<file path="config.mk">
export PLATFORM = sky130hd
export DESIGN_NAME = seg7_scan_ctrl
export DESIGN_NICKNAME = d
export VERILOG_FILES = /design/src/rtl/seg7_scan_ctrl.sv
export SDC_FILE = /design/constraint.sdc
export NUM_CORES = 1
export LEC_CHECK = 0
export BUFFER_PORTS_ARGS = -buffer_cell sky130_fd_sc_hd__buf_2
export CORE_ASPECT_RATIO = 0.7
export CORE_UTILIZATION = 55
export DETAILED_ROUTE_END_ITERATION = 6
export PLACE_DENSITY = 0.79
export RECOVER_POWER = 25
export SLEW_MARGIN = 5
export SYNTH_ARGS = -nofsm -noshare
export SYNTH_HDL_FRONTEND = slang
export SYNTH_SLANG_ARGS = --single-unit
export TNS_END_PERCENT = 5
</file>
<file path="constraint.sdc">
create_clock -name clk -period 3.6 [get_ports clk]
set_clock_uncertainty 0.2 [all_clocks]
set_input_delay 0.72 -clock clk [delete_from_list [all_inputs] [get_ports clk]]
set_output_delay 0.72 -clock clk [all_outputs]
set_load 0.02 [all_outputs]
</file>
<file path="src/rtl/seg7_scan_ctrl.sv">
// Four-digit time-multiplexed scan controller for a common-anode 7-segment display.
// Every output is registered, computed from the next-state values so each output tracks the current state.
module seg7_scan_ctrl #(
  parameter int TICK_DIV  = 50000,
  parameter int BLANK_CYC = 16
) (
  input  logic        clk,
  input  logic        rst,
  input  logic        en,
  input  logic [15:0] digits,
  input  logic [3:0]  dig_mask,
  input  logic        lz_blank,
  input  logic [3:0]  dp_in,
  output logic [3:0]  bin,
  output logic [3:0]  an,
  output logic        dp,
  output logic        blank,
  output logic [1:0]  slot,
  output logic        frame_done
);

  localparam int CW = (TICK_DIV > 1) ? $clog2(TICK_DIV) : 1;
  localparam logic [CW-1:0] BLANK_LAST = CW'(BLANK_CYC - 1);
  localparam logic [CW-1:0] SHOW_LAST  = CW'(TICK_DIV - BLANK_CYC - 1);

  typedef enum logic [1:0] {IDLE, BLANK, SHOW} state_t;

  state_t        state, state_nx;
  logic [1:0]    slot_nx;
  logic [CW-1:0] cnt, cnt_nx;
  logic          latch, fd_nx;
  logic [15:0]   dig_lat, dig_nx;
  logic [3:0]    mask_lat, mask_nx, dp_lat, dp_nx;
  logic          lz_lat, lz_nx;
  logic [3:0]    sup_nx, an_nx, bin_nx;
  logic          dp_o_nx, blank_nx, zero_run;

  always_ff @(posedge clk) begin
    if (rst) begin
      state      <= IDLE;
      slot       <= 2'd0;
      cnt        <= '0;
      dig_lat    <= 16'h0;
      mask_lat   <= 4'h0;
      dp_lat     <= 4'h0;
      lz_lat     <= 1'b0;
      an         <= 4'b1111;
      bin        <= 4'h0;
      dp         <= 1'b1;
      blank      <= 1'b1;
      frame_done <= 1'b0;
    end else begin
      state      <= state_nx;
      slot       <= slot_nx;
      cnt        <= cnt_nx;
      dig_lat    <= dig_nx;
      mask_lat   <= mask_nx;
      dp_lat     <= dp_nx;
      lz_lat     <= lz_nx;
      an         <= an_nx;
      bin        <= bin_nx;
      dp         <= dp_o_nx;
      blank      <= blank_nx;
      frame_done <= fd_nx;
    end
  end

  always_comb begin
    state_nx = state;
    slot_nx  = slot;
    cnt_nx   = cnt;
    latch    = 1'b0;
    fd_nx    = 1'b0;
    an_nx    = 4'b1111;
    bin_nx   = 4'h0;
    dp_o_nx  = 1'b1;
    blank_nx = 1'b1;
    zero_run = 1'b1;
    sup_nx   = 4'h0;

    case (state)
      IDLE: begin
        if (en) begin
          state_nx = BLANK;
          slot_nx  = 2'd0;
          cnt_nx   = '0;
          latch    = 1'b1;
        end
      end
      BLANK, SHOW: begin
        if (!en) begin
          state_nx = IDLE;
          slot_nx  = 2'd0;
          cnt_nx   = '0;
        end else if (state == BLANK) begin
          if (cnt == BLANK_LAST) begin
            state_nx = SHOW;
            cnt_nx   = '0;
          end else begin
            cnt_nx = cnt + CW'(1);
          end
        end else if (cnt == SHOW_LAST) begin
          state_nx = BLANK;
          slot_nx  = slot + 2'd1;
          cnt_nx   = '0;
          // Frame boundary: capture a fresh snapshot so a frame never tears.
          if (slot == 2'd3) begin
            latch = 1'b1;
            fd_nx = 1'b1;
          end
        end else begin
          cnt_nx = cnt + CW'(1);
        end
      end
      default: begin
        state_nx = IDLE;
        slot_nx  = 2'd0;
        cnt_nx   = '0;
      end
    endcase

    dig_nx  = latch ? digits   : dig_lat;
    mask_nx = latch ? dig_mask : mask_lat;
    dp_nx   = latch ? dp_in    : dp_lat;
    lz_nx   = latch ? lz_blank : lz_lat;

    // Walk from the top digit down; a digit is a leading zero while every digit above it is zero too.
    for (int i = 3; i >= 0; i--) begin
      zero_run  = zero_run & (dig_nx[i*4 +: 4] == 4'h0);
      sup_nx[i] = ~mask_nx[i] | (lz_nx & (i > 0) & zero_run);
    end

    if (state_nx != IDLE) begin
      bin_nx = dig_nx[{slot_nx, 2'b00} +: 4];
      if (state_nx == SHOW && !sup_nx[slot_nx]) begin
        an_nx[slot_nx] = 1'b0;
        blank_nx       = 1'b0;
        dp_o_nx        = ~dp_nx[slot_nx];
      end
    end
  end

endmodule
</file>
==> impl_results.html <==
<table>
<tr><th>Metric</th><th>Value</th></tr>
<tr><th colspan="2">Run status</th></tr>
<tr><td>Outcome</td><td>completed</td></tr>
<tr><th colspan="2">Synth</th></tr>
<tr><td>Number of warnings issued by yosys</td><td>0</td></tr>
<tr><td>Post-synthesis cell type count</td><td>52</td></tr>
<tr><td>Portion of the post-synthesis area used by sequential elements</td><td>0.413</td></tr>
<tr><td>Total of flip-flops plus latches after synthesis</td><td>56</td></tr>
<tr><td>Dominant synthesized flop cell</td><td>sky130_fd_sc_hd__dfxtp_1</td></tr>
<tr><td>Syn avg cell area</td><td>9.39 um2</td></tr>
<tr><td>Number of cells produced by synthesis</td><td>289</td></tr>
<tr><td>Number of nets produced by synthesis</td><td>322</td></tr>
<tr><td>Number of enable flip-flop cells after synthesis</td><td>0</td></tr>
<tr><td>Syn Std Cell Area</td><td>2710 um2</td></tr>
<tr><td>Share of flip-flops with an asynchronous set or reset after synthesis</td><td>0</td></tr>
<tr><th colspan="2">GRT</th></tr>
<tr><td>Number of antenna violations at the first check in global routing</td><td>0</td></tr>
<tr><td>First-pass GRT wire length</td><td>9.93 mm</td></tr>
<tr><td>Total overflow reported by the global router</td><td>0</td></tr>
<tr><td>Vias in the first global route</td><td>2016</td></tr>
<tr><td>Total global-route track usage</td><td>0.252</td></tr>
<tr><td>Pin count of the biggest net entering global routing</td><td>30</td></tr>
<tr><th colspan="2">Floorplanning</th></tr>
<tr><td>I/O Pins</td><td>41</td></tr>
<tr><td>Core Region</td><td>4530 um2</td></tr>
<tr><td>Full die area</td><td>5220 um2</td></tr>
<tr><td>Effective utilization at floorplan</td><td>0.599</td></tr>
<tr><td>Rows</td><td>20</td></tr>
<tr><td>Die W</td><td>86.0 um</td></tr>
<tr><td>Die Y</td><td>60.8 um</td></tr>
<tr><th colspan="2">Setup path</th></tr>
<tr><td>Crit path DAT</td><td>3.29 ns</td></tr>
<tr><td>Gate family responsible for the most delay along the worst path</td><td>compound AO/OA/AOI/OAI gates</td></tr>
<tr><td>Worst reg2reg path startpoint</td><td>cnt[0]$_SDFFE_PP0P_</td></tr>
<tr><td>Maximum fanout along the worst path</td><td>8</td></tr>
<tr><td>Slowest library cell on the worst path</td><td>sky130_fd_sc_hd__or4b_4</td></tr>
<tr><td>Class of the most critical setup path</td><td>reg -&gt; reg</td></tr>
<tr><td>Launch point of the worst path</td><td>cnt[0]$_SDFFE_PP0P_</td></tr>
<tr><td>Buffering stage count on the worst path with inverters included</td><td>0</td></tr>
<tr><td>Worst path cell trace</td><td>ha_1 -&gt; or4b_4 -&gt; nor3_4 -&gt; a31oi_1 -&gt; o21bai_4 -&gt; a21oi_1 -&gt; and2b_1 -&gt; a2111o_1</td></tr>
<tr><td>CP Launch Type</td><td>register</td></tr>
<tr><td>Critical Path Max Stage Delay</td><td>0.48 ns</td></tr>
<tr><td>Data required, critical path</td><td>3.60 ns</td></tr>
<tr><td>Critical Path Sink Type</td><td>register</td></tr>
<tr><th colspan="2">Final layout</th></tr>
<tr><td>Final antenna diode count</td><td>0</td></tr>
<tr><td>Relative area change from synthesis to final layout</td><td>11.7%</td></tr>
<tr><td>Fraction of final layout cells with drive strength greater than 1</td><td>0.169</td></tr>
<tr><td>Final design area excluding fillers</td><td>3030 um2</td></tr>
<tr><td>Leading cell type in the layout, fill and taps excluded</td><td>sky130_fd_sc_hd__dfxtp_1</td></tr>
<tr><td>Commonest non-fill, non-tap cells in the layout</td><td>sky130_fd_sc_hd__dfxtp_1 (56), sky130_fd_sc_hd__nor2_1 (46), sky130_fd_sc_hd__nand2_1 (29), sky130_fd_sc_hd__mux2i_1 (29), sky130_fd_sc_hd__buf_2 (27)</td></tr>
<tr><td>Finished Layout Cells</td><td>392</td></tr>
<tr><td>Post-layout nets</td><td>358</td></tr>
<tr><th colspan="2">Clock network</th></tr>
<tr><td>Clock Latency Late Sink</td><td>0.31 ns</td></tr>
<tr><td>Bufs on Longest Clock Path</td><td>2</td></tr>
<tr><td>Total number of clock tree sinks</td><td>56</td></tr>
<tr><td>Count of hold buffers inserted by post-cts repair</td><td>0</td></tr>
<tr><td>Clock tree from TritonCTS</td><td>done</td></tr>
<tr><td>H-tree level count</td><td>2</td></tr>
<tr><td>Cells resized by post-CTS repair</td><td>0</td></tr>
<tr><td>Clk pin slew, worst setup/hold paths</td><td>0.10 ns</td></tr>
<tr><td>Number of buffers inserted during clock tree synthesis</td><td>5</td></tr>
<tr><td>Clock root buffer</td><td>sky130_fd_sc_hd__clkbuf_8</td></tr>
<tr><td>Setup Buffers After CTS</td><td>0</td></tr>
<tr><th colspan="2">Hold path</th></tr>
<tr><td>Worst Hold Launch</td><td>mask_lat[2]$_SDFF_PP0_</td></tr>
<tr><td>Worst min-delay path class</td><td>reg -&gt; reg</td></tr>
<tr><th colspan="2">Placed design</th></tr>
<tr><td>HPWL after detailed placement</td><td>4.57 mm</td></tr>
<tr><td>Routability Congestion</td><td>0.978</td></tr>
<tr><td>Port buffer count</td><td>40</td></tr>
<tr><td>Total instance count after detailed placement</td><td>384</td></tr>
<tr><td>Placed cell area</td><td>2940 um2</td></tr>
<tr><th colspan="2">Detailed routing</th></tr>
<tr><td>Routed WL per cell</td><td>15.4 um</td></tr>
<tr><td>Vias</td><td>2248</td></tr>
<tr><td>Total detailed-routing wirelength</td><td>6.04 mm</td></tr>
<tr><td>Iteration-0 DRC count of the detailed router</td><td>169</td></tr>
<tr><td>Router iterations before antenna repair</td><td>5</td></tr>
<tr><td>DRC violations left</td><td>0</td></tr>
<tr><td>Number of nets with antenna violations after detailed routing</td><td>0</td></tr>
<tr><td>Vias per cell</td><td>5.73</td></tr>
<tr><th colspan="2">Pwr</th></tr>
<tr><td>Highest ir drop seen on vdd</td><td>0.000254 V</td></tr>
<tr><td>Lkg Pwr</td><td>1.20 nW</td></tr>
<tr><td>Total power divided by cell area</td><td>405 nW/um2</td></tr>
<tr><th colspan="2">STA</th></tr>
<tr><td>Maximum clock frequency</td><td>304 MHz</td></tr>
<tr><td>Final slew viol count</td><td>0</td></tr>
<tr><td>Minimum clock period</td><td>3.29 ns</td></tr>
<tr><td>Tightest Pin Transition</td><td>0.713 ns</td></tr>
<tr><td>Unrepaired setup endpoints after global routing</td><td>false</td></tr>
<tr><td>Final Hold Vio Count</td><td>0</td></tr>
<tr><td>Final Cycle Share</td><td>0.914</td></tr>
<tr><td>Setup_tns</td><td>0 ns</td></tr>
<tr><td>Setup-violating endpoint count in the final report</td><td>0</td></tr>
<tr><td>Relative slew margins</td><td>0.512</td></tr>
<tr><th colspan="2">Job</th></tr>
<tr><td>Max-capacitance violation count</td><td>0</td></tr>
</table>
[tightest hold or removal path: cells and delay by family, from the launching register on]
| kind | cells | cell delay (ns) |
|---|---|---|
| flops | 1 | 0.34 |
| mux | 1 | 0.06 |
| simple gates | 1 | 0.07 |
[per-stage QoR]
step | hold slack (ns) | utilization | setup slack [ns] | power (W)
global route | 0.348 | 0.669 | 0.165 | 0.00128
detailed placement | 0.284 | 0.649 | 0.389 | 0.000838
floorplan | 0.253 | - | 0.745 | 0.000788
global placement | 0.280 | 0.649 | 0.446 | 0.000835
CTS | 0.308 | 0.673 | 0.362 | 0.00123
finish | 0.303 | 0.669 | 0.308 | 0.00123
[kinds of logic after synthesis]
group,count (synthesis),share of synthesized area
simple gates,131,0.240
flops,56,0.413
mux,34,0.144
compound gates,32,0.0982
buf+inv,17,0.0360
xor+xnor,14,0.0452
fa+ha+maj,5,0.0231
[final cells by class]
| type | count | area, um2 |
|---|---|---|
| Tap cell | 66 | 82.6 |
| Inverter | 3 | 11.3 |
| Timing Repair Buffer | 43 | 206 |
| Clock buffer | 6 | 72.6 |
| Sequential cell | 56 | 1120 |
| Clock inverter | 2 | 35.0 |
| Multi-Input combinational cell | 216 | 1500 |
| Fill cell | 392 | 1500 |
[synthesized netlist by cell type (2+ instances only)]
cell type / instances / area [um2]
sky130_fd_sc_hd__dfxtp_1: 56 / 1120
sky130_fd_sc_hd__buf_2: 4 / 20.0
sky130_fd_sc_hd__nor2b_1: 2 / 12.5
sky130_fd_sc_hd__o21ai_0: 2 / 10.0
sky130_fd_sc_hd__xnor2_1: 4 / 35.0
sky130_fd_sc_hd__nor2_1: 46 / 173
sky130_fd_sc_hd__mux2i_1: 29 / 290
sky130_fd_sc_hd__nand2b_1: 2 / 12.5
sky130_fd_sc_hd__or3_1: 2 / 12.5
sky130_fd_sc_hd__o21bai_1: 2 / 15.0
sky130_fd_sc_hd__inv_1: 3 / 11.3
sky130_fd_sc_hd__clkbuf_1: 6 / 22.5
sky130_fd_sc_hd__and4_2: 2 / 20.0
sky130_fd_sc_hd__mux4_2: 4 / 90.1
sky130_fd_sc_hd__nor3b_1: 2 / 15.0
sky130_fd_sc_hd__a21oi_1: 7 / 35.0
sky130_fd_sc_hd__a221o_1: 2 / 20.0
sky130_fd_sc_hd__buf_6: 2 / 22.5
sky130_fd_sc_hd__xor2_1: 10 / 87.6
sky130_fd_sc_hd__nand3_1: 11 / 55.1
sky130_fd_sc_hd__ha_1: 5 / 62.6
sky130_fd_sc_hd__nor4_1: 9 / 56.3
sky130_fd_sc_hd__or2_2: 2 / 12.5
sky130_fd_sc_hd__nor3_1: 5 / 25.0
sky130_fd_sc_hd__a21boi_1: 4 / 30.0
sky130_fd_sc_hd__o32a_1: 4 / 40.0
sky130_fd_sc_hd__nand4_1: 9 / 56.3
sky130_fd_sc_hd__nand2_1: 29 / 109
[layer usage]
metal,GRT usage,up-vias,part of all wire,routed length (um)
met4,0.0595,0,0.0083,50
met2,0.337,91,0.38,2300
met5,0,-,0,0
li1,-,1104,-,-
met1,0.411,1045,0.54,3240
met3,0.0449,8,0.074,445
[report_power, final]
group          total [W]  internal (W)  switching [W]
clock           0.000403      0.000207       0.000196
sequential      0.000659      0.000644      0.0000148
combinational   0.000168     0.0000733      0.0000944
total            0.00123      0.000924       0.000305
[path summary, 6_finish.rpt]
path | slack, ns | endpoint | depth (start not counted)
worst min-delay path | 0.30 | mask_lat[2]$_SDFF_PP0_ | 2
worst min register to register | 0.30 | mask_lat[2]$_SDFF_PP0_ | 2
worst max register to register | 0.31 | dp$_SDFF_PP1_ | 8
worst max-delay path | 0.31 | dp$_SDFF_PP1_ | 8
[flip-flops by register name, indices dropped and copies added (netlist names)]
signal,flops
slot,2
an,4
dig_lat,16
lz_lat,1
blank,1
dp,1
frame_done,1
cnt,16
state,2
dp_lat,4
mask_lat,4
bin,4
Power figures use the tool's default switching activity.
